**config.mk**
```make
export PLATFORM = sky130hd
export DESIGN_NAME = cam_ddr_write
export DESIGN_NICKNAME = d
export VERILOG_FILES = /design/src/rtl/cam_pkg.sv /design/src/rtl/rgb565_gray.sv /design/src/rtl/cam_ddr_write.sv
export SDC_FILE = /design/constraint.sdc
export NUM_CORES = 1
export LEC_CHECK = 0
export ABC_AREA = 1
export CAP_MARGIN = 30
export CORE_MARGIN = 2
export CORE_UTILIZATION = 66
export DETAILED_ROUTE_END_ITERATION = 10
export MAX_ROUTING_LAYER = met4
export PLACE_DENSITY = 0.95
export SLEW_MARGIN = 20
export SYNTH_ARGS = -nofsm -noshare
export SYNTH_HDL_FRONTEND = slang
export SYNTH_SLANG_ARGS = --single-unit
```
**constraint.sdc**
```tcl
create_clock -name cam_pclk -period 13.6 [get_ports cam_pclk]
set_clock_uncertainty 0.1 [all_clocks]
set_input_delay 2.72 -clock cam_pclk [delete_from_list [all_inputs] [get_ports cam_pclk]]
set_output_delay 2.72 -clock cam_pclk [all_outputs]
set_load 0.02 [all_outputs]
```
**src/rtl/cam_pkg.sv**
```systemverilog
// Shared definitions for the OV7670 capture path: FSM states, RGB565 layout
// and the luma coefficients used by the grayscale converter.
package cam_pkg;

    typedef enum logic [1:0] {
        WAIT_INIT = 2'd0,
        SKIP      = 2'd1,
        IDLE      = 2'd2,
        CAPTURE   = 2'd3
    } cam_state_t;

    localparam int unsigned PIX_W  = 16;
    localparam int unsigned WORD_W = 32;

    // RGB565 field positions, shared with the display-side unpack
    localparam int unsigned R_MSB = 15;
    localparam int unsigned R_LSB = 11;
    localparam int unsigned G_MSB = 10;
    localparam int unsigned G_LSB = 5;
    localparam int unsigned B_MSB = 4;
    localparam int unsigned B_LSB = 0;

    typedef struct packed {
        logic [R_MSB-R_LSB:0] r;
        logic [G_MSB-G_LSB:0] g;
        logic [B_MSB-B_LSB:0] b;
    } rgb565_t;

    localparam int unsigned GRAY_CR = 77;
    localparam int unsigned GRAY_CG = 150;
    localparam int unsigned GRAY_CB = 29;

endpackage

```
**src/rtl/rgb565_gray.sv**
```systemverilog
// One-stage RGB565 -> RGB565-encoded grayscale converter with pass-through,
// so colour and gray pixels leave with the same one-cycle latency.
module rgb565_gray
    import cam_pkg::*;
(
    input  logic        cam_pclk,
    input  logic        cam_rst,
    input  logic        gray_en,
    input  logic        pix_vld,
    input  logic        pix_odd,
    input  logic [15:0] pix,
    output logic        res_vld,
    output logic        res_odd,
    output logic [15:0] res
);

    rgb565_t     px;
    logic [7:0]  r8;
    logic [7:0]  g8;
    logic [7:0]  b8;
    logic [15:0] sum;
    logic [7:0]  y;
    logic [15:0] gray_pix;

    assign px  = rgb565_t'(pix);
    assign r8  = {px.r, px.r[4:2]};
    assign g8  = {px.g, px.g[5:4]};
    assign b8  = {px.b, px.b[4:2]};
    // Coefficients sum to 256, so the 16-bit sum cannot overflow
    assign sum = 16'(GRAY_CR) * 16'(r8) + 16'(GRAY_CG) * 16'(g8) + 16'(GRAY_CB) * 16'(b8);
    assign y   = sum[15:8];
    assign gray_pix = {y[7:3], y[7:2], y[7:3]};

    always_ff @(posedge cam_pclk or posedge cam_rst) begin
        if (cam_rst) begin
            res_vld <= 1'b0;
            res_odd <= 1'b0;
            res     <= 16'd0;
        end else begin
            res_vld <= pix_vld;
            res_odd <= pix_odd;
            if (pix_vld) begin
                res <= gray_en ? gray_pix : pix;
            end
        end
    end

endmodule

```
**src/rtl/cam_ddr_write.sv**
```systemverilog
// OV7670 capture writer: assembles RGB565 pixels from the byte stream, packs
// pixel pairs into 32-bit DDR words and frames them with an address reset.
module cam_ddr_write
    import cam_pkg::*;
#(
    parameter int unsigned H_ACTIVE   = 640,
    parameter int unsigned V_ACTIVE   = 480,
    parameter int unsigned FRAME_SKIP = 2
) (
    input  logic        cam_pclk,
    input  logic        cam_rst,
    input  logic        ddr_init_done,
    input  logic        cam_vsync,
    input  logic        cam_href,
    input  logic [7:0]  cam_data,
    input  logic        gray_sel,
    output logic        ddr_wren,
    output logic [31:0] ddr_data,
    output logic        ddr_addr_set,
    output logic        cam_framesync,
    output logic        frame_err
);

    localparam int unsigned CNT_W = 16;

    cam_state_t       state;
    cam_state_t       state_nxt;
    logic             vsync_q;
    logic             href_q;
    logic             vs_rise;
    logic             vs_fall;
    logic             capture;
    logic             line_end;
    logic             skip_last;
    logic [3:0]       skip_cnt;
    logic             gray_q;
    logic             phase;
    logic             pair;
    logic [7:0]       byte_hi;
    logic [CNT_W-1:0] pix_cnt;
    logic [CNT_W-1:0] line_cnt;
    logic             pix_vld;
    logic             pix_odd;
    logic [15:0]      pix;
    logic             res_vld;
    logic             res_odd;
    logic [15:0]      res;
    logic [15:0]      even_pix;

    assign vs_rise       = cam_vsync & ~vsync_q;
    assign vs_fall       = ~cam_vsync & vsync_q;
    assign capture       = (state == CAPTURE);
    assign line_end      = capture & href_q & ~cam_href;
    assign skip_last     = (({1'b0, skip_cnt} + 5'd1) == 5'(FRAME_SKIP));
    assign cam_framesync = capture;

    always_ff @(posedge cam_pclk or posedge cam_rst) begin
        if (cam_rst) begin
            state <= WAIT_INIT;
        end else begin
            state <= state_nxt;
        end
    end

    always_comb begin
        state_nxt = state;
        case (state)
            WAIT_INIT: if (ddr_init_done) state_nxt = SKIP;
            SKIP:      if (FRAME_SKIP == 0 || (vs_rise && skip_last)) state_nxt = IDLE;
            IDLE:      if (vs_fall) state_nxt = CAPTURE;
            CAPTURE:   if (vs_rise) state_nxt = IDLE;
            default:   state_nxt = WAIT_INIT;
        endcase
    end

    // Frame/line bookkeeping and byte-to-pixel assembly
    always_ff @(posedge cam_pclk or posedge cam_rst) begin
        if (cam_rst) begin
            vsync_q      <= 1'b0;
            href_q       <= 1'b0;
            skip_cnt     <= 4'd0;
            ddr_addr_set <= 1'b0;
            gray_q       <= 1'b0;
            frame_err    <= 1'b0;
            phase        <= 1'b0;
            pair         <= 1'b0;
            byte_hi      <= 8'd0;
            pix_cnt      <= '0;
            line_cnt     <= '0;
            pix_vld      <= 1'b0;
            pix_odd      <= 1'b0;
            pix          <= 16'd0;
        end else begin
            vsync_q      <= cam_vsync;
            href_q       <= cam_href;
            ddr_addr_set <= 1'b0;
            pix_vld      <= 1'b0;

            if (state == SKIP && vs_rise) begin
                skip_cnt <= skip_cnt + 4'd1;
            end

            if (state == IDLE && vs_fall) begin
                ddr_addr_set <= 1'b1;
                gray_q       <= gray_sel;
                line_cnt     <= '0;
                pix_cnt      <= '0;
                pair         <= 1'b0;
            end

            if (capture && vs_rise && line_cnt != CNT_W'(V_ACTIVE)) begin
                frame_err <= 1'b1;
            end

            if (!cam_href) begin
                phase <= 1'b0;
            end else if (capture) begin
                phase <= ~phase;
                if (!phase) begin
                    byte_hi <= cam_data;
                end else begin
                    pix_cnt <= pix_cnt + CNT_W'(1);
                    pair    <= ~pair;
                    // Lines past the frame height are counted but never written
                    if (line_cnt < CNT_W'(V_ACTIVE)) begin
                        pix_vld <= 1'b1;
                        pix_odd <= pair;
                        pix     <= {byte_hi, cam_data};
                    end
                end
            end

            if (line_end) begin
                if (pix_cnt != CNT_W'(H_ACTIVE) || line_cnt >= CNT_W'(V_ACTIVE)) begin
                    frame_err <= 1'b1;
                end
                line_cnt <= line_cnt + CNT_W'(1);
                pix_cnt  <= '0;
                pair     <= 1'b0;
            end
        end
    end

    rgb565_gray u_gray (
        .cam_pclk (cam_pclk),
        .cam_rst  (cam_rst),
        .gray_en  (gray_q),
        .pix_vld  (pix_vld),
        .pix_odd  (pix_odd),
        .pix      (pix),
        .res_vld  (res_vld),
        .res_odd  (res_odd),
        .res      (res)
    );

    // Hold the even pixel; the odd pixel completes and issues the word
    always_ff @(posedge cam_pclk or posedge cam_rst) begin
        if (cam_rst) begin
            ddr_wren <= 1'b0;
            ddr_data <= 32'd0;
            even_pix <= 16'd0;
        end else begin
            ddr_wren <= 1'b0;
            if (res_vld) begin
                if (res_odd) begin
                    ddr_wren <= 1'b1;
                    ddr_data <= {even_pix, res};
                end else begin
                    even_pix <= res;
                end
            end
        end
    end

endmodule

```
[Word level (Yosys, flattened, before mapping)]
Index checks and enable logic that the tools add are counted.
Storage, ports and cells
  register bits after elaboration: 138
  bits in latches: 0
  bits in writable memories: 0
  bits in read-only memories: 0
  input bits: 14
  output and inout port bits: 36
  word-level logic and storage cells: 96
  memories: 0
Cells by class
  add/subtract/negate cells: 6
  multiply operators: 3
  div/mod/pow operators: 0
  $lt $le $gt $ge: 2
  equality and inequality tests: 11
  shift operators: 0
  multiplexer cells: 30
  bitwise gates (word level): 10
  reduce and logical (&&, ||, !) cells: 13
Operators with widths (number)
  16-bit two-way mux: 8
  16-bit by 1-bit adder with 16-bit output (second input constant): 2
  7-bit by 8-bit multiplier with 15-bit output (first input constant): 2
  1-bit two-way mux: 17
  15-bit by 16-bit adder with 16-bit output: 1
  16-bit by 13-bit adder with 16-bit output: 1
  16-bit by 9-bit greater-or-equal comparator with 1-bit output (second input constant): 1
  16-bit by 9-bit < comparator with 1-bit output (second input constant): 1
  16-bit by 10-bit inequality test with 1-bit output (second input constant): 1
  16-bit by 9-bit inequality test with 1-bit output (second input constant): 1
  5-bit by 8-bit multiplier with 13-bit output (first input constant): 1
  2-bit two-way mux: 4
  2-bit inequality test (second input constant): 4
  2-bit case mux with 4 select lines: 1
  4-bit AND reduction: 2
  1-bit NOT: 6
  4-bit by 1-bit adder with 5-bit output (second input constant): 1
  5-bit by 2-bit == test with 1-bit output (second input constant): 1
  1-bit logical AND: 5
  4-bit by 1-bit adder with 4-bit output (second input constant): 1
  1-bit bitwise AND: 4
  2-bit == test (second input constant): 2
  2-bit AND reduction: 2
  3-bit AND reduction: 1
  other kinds (5): 5

[Depth between registers and ports, before layout]
  word-level depth: 8
  gate-level depth with buffers: 28
  gate-level depth less buffers: 28

[By module]
Synthesis repeated with hierarchy kept, for this count alone.
Unflattened totals
  cells, all modules: 1133
  area, all modules: 9501.6 sq um
Modules (own cells, without submodules)
  cam_ddr_write: times used 1, cells each 650, area an instance 5447.7 sq um, seq. area each 3002.9 sq um
  rgb565_gray: times used 1, cells each 483, area an instance 4053.9 sq um, seq. area each 450.4 sq um

[Least setup slack after synthesis]
OpenSTA, ideal clock, no wires.
  path type: register to register
  start point: register pix[8]
  end point: register u_gray.res[1]
  library setup time: 0.077 ns
  data arrival time: 5.715 ns
  required time: 13.423 ns
  setup slack: 7.708 ns
  stages on the path, launching flop included: 25
  path buffers: 0
  period minus slack after synthesis: 5.892 ns
  path through: dfrtp_1 ha_1 ha_1 ha_1 inv_1 fa_1 inv_1 ha_1 a21oi_1 o21ai_0 nor2_1 xnor2_1 fa_1 fa_1 inv_1 fa_1 fa_1 inv_1 ha_1 nand2_1 o21ai_0 a21oi_1 nand3_1 nand3_1 a21oi_1
Between the ends
  word-level cells in the longest chain between the ends: 4
Ends and longest elaborated chain
  start, declared: RTL line cam_ddr_write.sv:44  | logic [15:0] pix;
  start signal, assigned: RTL line cam_ddr_write.sv:128  | pix <= {byte_hi, cam_data};
  7-bit by 8-bit multiplier with 15-bit output: RTL line rgb565_gray.sv:30  | assign sum = 16'(GRAY_CR) * 16'(r8) + 16'(GRAY_CG) * 16'(g8) + 16'(GRAY_CB) * 16'(b8);
  15-bit by 16-bit adder with 16-bit output: RTL line rgb565_gray.sv:30
  16-bit by 13-bit adder with 16-bit output: RTL line rgb565_gray.sv:30
  16-bit two-way mux: RTL line rgb565_gray.sv:43  | res <= gray_en ? gray_pix : pix;
  end signal, assigned: RTL line rgb565_gray.sv:43
  end, declared: RTL line rgb565_gray.sv:14  | output logic [15:0] res
Every way passes these cells.
A chain may end at the register's enable or synchronous reset.

[Worst setup path in the final report]
  start point: register pix[9]
  end point: register u_gray.res[1]
The elaborated chain is that of the path after synthesis.

==> results.txt <==
Largest net degree at the start of global routing -> 74
Final Setup Violations -> 0
R2r endpoint -> u_gray.res[1]$_DFFE_PP0P_
Port bufs -> 49
1st-iter DRT viols -> 924
Grt total ovfl -> 0
Data required time of the worst path -> 13840 ps
R2R depth -> 25
Hold_sp -> pix_odd$_DFFE_PP0P_
Worst Hold Endpoint -> u_gray.res_odd$_DFF_PP0_
Max-Slew Margin vs Limit -> 37.96%
Clock Pin Slew Worst Setup and Hold Paths -> 60 ps
Seq cells post-synth -> 138
Clock tree buffer depth -> 2
Vias in the first global route -> 7784
Synthesized area -> 0.009204 mm²
Ys Warns -> 0
Die Y -> 122.1 µm
# rows -> 43
Setup Crit Path Kind -> reg -> reg
GRT Total Usage -> 33.19%
Most frequent cells in the layout -> nand2_1, inv_1, dfrtp_1, ha_1, o21ai_0
Distinct cells, synth -> 47
# hold bufs at CTS -> 0
Area of the multi-input gates -> 0.004913 mm²
CTS resizes -> 0
Nature of the critical path startpoint -> flop
Setup slack, reg-to-reg -> 7160 ps
Drt wl/cell -> 17.59 µm
Initial antenna violation count -> 0
Fin nets -> 1272
Setup TNS Final -> 0 ps
F_max -> 155.2 MHz
Final Core Density -> 76.17%
FILL cells -> 901
ANT nets after route -> 0
Die area -> 0.01491 mm²
Share of layout cells above drive strength 1 -> 4.880%
Post-synth ARST share -> 100.0%
TritonCTS clock tree -> yes
Crit path DAT -> 6690 ps
Area Growth Syn to Fin -> 13.99%
CTS buffer count -> 17
Setup Buffers After CTS -> 0
Cells after Synth -> 1065
First-pass GRT wire length -> 37110 µm
Ys flop type -> dfrtp_1
Hold path depth -> 0
Area of the core -> 0.01377 mm²
I/O Pins -> 50
Remaining routing DRC violations -> 0
Hold Fails Final Rpt -> 0
CTS Root Cell -> clkbuf_16
First-pass detailed-route iteration total -> 8
GPL Wtd Cong -> 0.9443
Via count -> 7769
Final worst-path cycle share -> 47.38%
Initial Utilization -> 66.82%
Seq. cell area -> 0.003453 mm²
Nets in the synthesized netlist -> 1223
Clock Sinks -> 138
Slowest-stage cell, CP -> dfrtp_1
Critical Path Max Stage Delay -> 560 ps
Worst-Margin Slew -> 927.9 ps
Min cycle time layout -> 6444 ps
Crit Reg-Reg Startpoint -> pix[9]$_DFFE_PP0P_
Skew-Pair Late Insertion Delay -> 420 ps
CP Max Fanout -> 9
RSZ-0062 raised after global routing -> no
H-tree Lvls -> 4
Vias/cell -> 5.944
Status -> finished, final reports clean
Crit path capture type -> flop
Final WL -> 22990 µm
Inserted Diodes -> 0
Hold Crit Class -> reg -> reg
Commonest non-fill, non-tap cell in the layout -> nand2_1
Detailed Place HPWL -> 15620 µm
Horiz. Die Dim -> 122.1 µm
EDFF count, synth -> 0
Number of max-cap violations -> 0
Register area share after synthesis -> 37.52%
Synth Area per Inst -> 8.642 µm²
Slew Limit Fails -> 0
worst max path at each step:
stage	startpoint	endpoint	slack [ps]	cells after the start
after floorplan	cam_rst	byte_hi[0]$_DFFE_PP0P_	7080	1
after detailed placement	pix[9]$_DFFE_PP0P_	u_gray.res[7]$_DFFE_PP0P_	7220	25
after global routing	pix[9]$_DFFE_PP0P_	u_gray.res[3]$_DFFE_PP0P_	6760	25
after global placement	pix[9]$_DFFE_PP0P_	u_gray.res[7]$_DFFE_PP0P_	7450	25
after CTS	pix[9]$_DFFE_PP0P_	u_gray.res[7]$_DFFE_PP0P_	7200	25
final	pix[9]$_DFFE_PP0P_	u_gray.res[1]$_DFFE_PP0P_	7160	25
layer usage:
layer | routed length [µm] | GRT usage, % | share of wire, % | vias up
met4 | 913 | 13.86 | 4.0 | 0
met3 | 1731 | 5.337 | 7.5 | 89
met2 | 11610 | 55.66 | 50 | 446
li1 | - | - | - | 3486
met1 | 8738 | 40.14 | 38 | 3748
met5 | 0 | - | 0 | -
kinds of logic (layout without fill, tap and decap cells):
group | after synthesis | in the layout | share of synthesized area [%]
AND/OR/NAND/NOR | 375 | 375 | 17.44
buffers and inverters | 218 | 280 | 9.094
AO/OA/AOI/OAI | 172 | 172 | 10.11
adder cells (fa/ha/maj) | 144 | 144 | 24.06
flip-flops | 138 | 138 | 37.52
XOR/XNOR | 14 | 14 | 1.332
multiplexers | 4 | 4 | 0.4350
synthesized netlist by cell type (4+ instances only):
cell type / number / area [µm²]
nand2_1: 238 / 893.4
mux2i_1: 4 / 40.04
o21ai_0: 81 / 405.4
fa_1: 55 / 1101
a21o_1: 4 / 30.03
dfrtp_1: 138 / 3453
nor3_1: 9 / 45.04
nand3b_1: 4 / 30.03
clkbuf_1: 15 / 56.30
inv_1: 191 / 716.9
xnor2_1: 10 / 87.58
xor2_1: 4 / 35.03
nand4_1: 6 / 37.54
nor2_1: 60 / 225.2
nor2_2: 4 / 25.02
a21oi_1: 65 / 325.3
nand3_1: 40 / 200.2
ha_1: 89 / 1114
layout make-up:
class                      count  share of cell area, %
clock buffer                  17                  4.055
clock inverter                15                  1.801
inverter                     195                  7.024
multi-input combinational    709                  46.83
sequential                   138                  32.92
tap                          180                  2.147
timing repair buffer          53                  5.224
sequential cells by signal, summed over array words and instances (netlist names), 2 cells and up:
| signal | count |
|---|---|
| u_gray.res | 16 |
| byte_hi | 8 |
| state | 2 |
| pix_cnt | 16 |
| ddr_data | 32 |
| skip_cnt | 4 |
| pix | 16 |
| line_cnt | 16 |
| even_pix | 16 |
critical path, delay by kind of cell, from the launching register on:
| kind | cells | cell delay, ps |
|---|---|---|
| adders and majority gates | 10 | 4040 |
| AOI/OAI and AO/OA | 5 | 880 |
| DFF | 1 | 560 |
| and+or+nand+nor | 5 | 440 |
| buffers and inverters | 4 | 190 |
| xor gates and xnor gates | 1 | 170 |
through the flow:
step	std cells	area [µm²]	hold slack, ps	setup slack, ps
floorplan	1065	9204	251.9	7084
global placement	1273	9834	265.9	7447
detailed placement	1273	9834	281.6	7223
CTS	1305	10450	295.5	7200
global route	1307	10490	311.0	6759
finish	1307	10490	296.9	7156
Power is left out: the tool's default activity adds up to more than one toggle a clock period on the data nets, which glitch-free logic cannot reach.
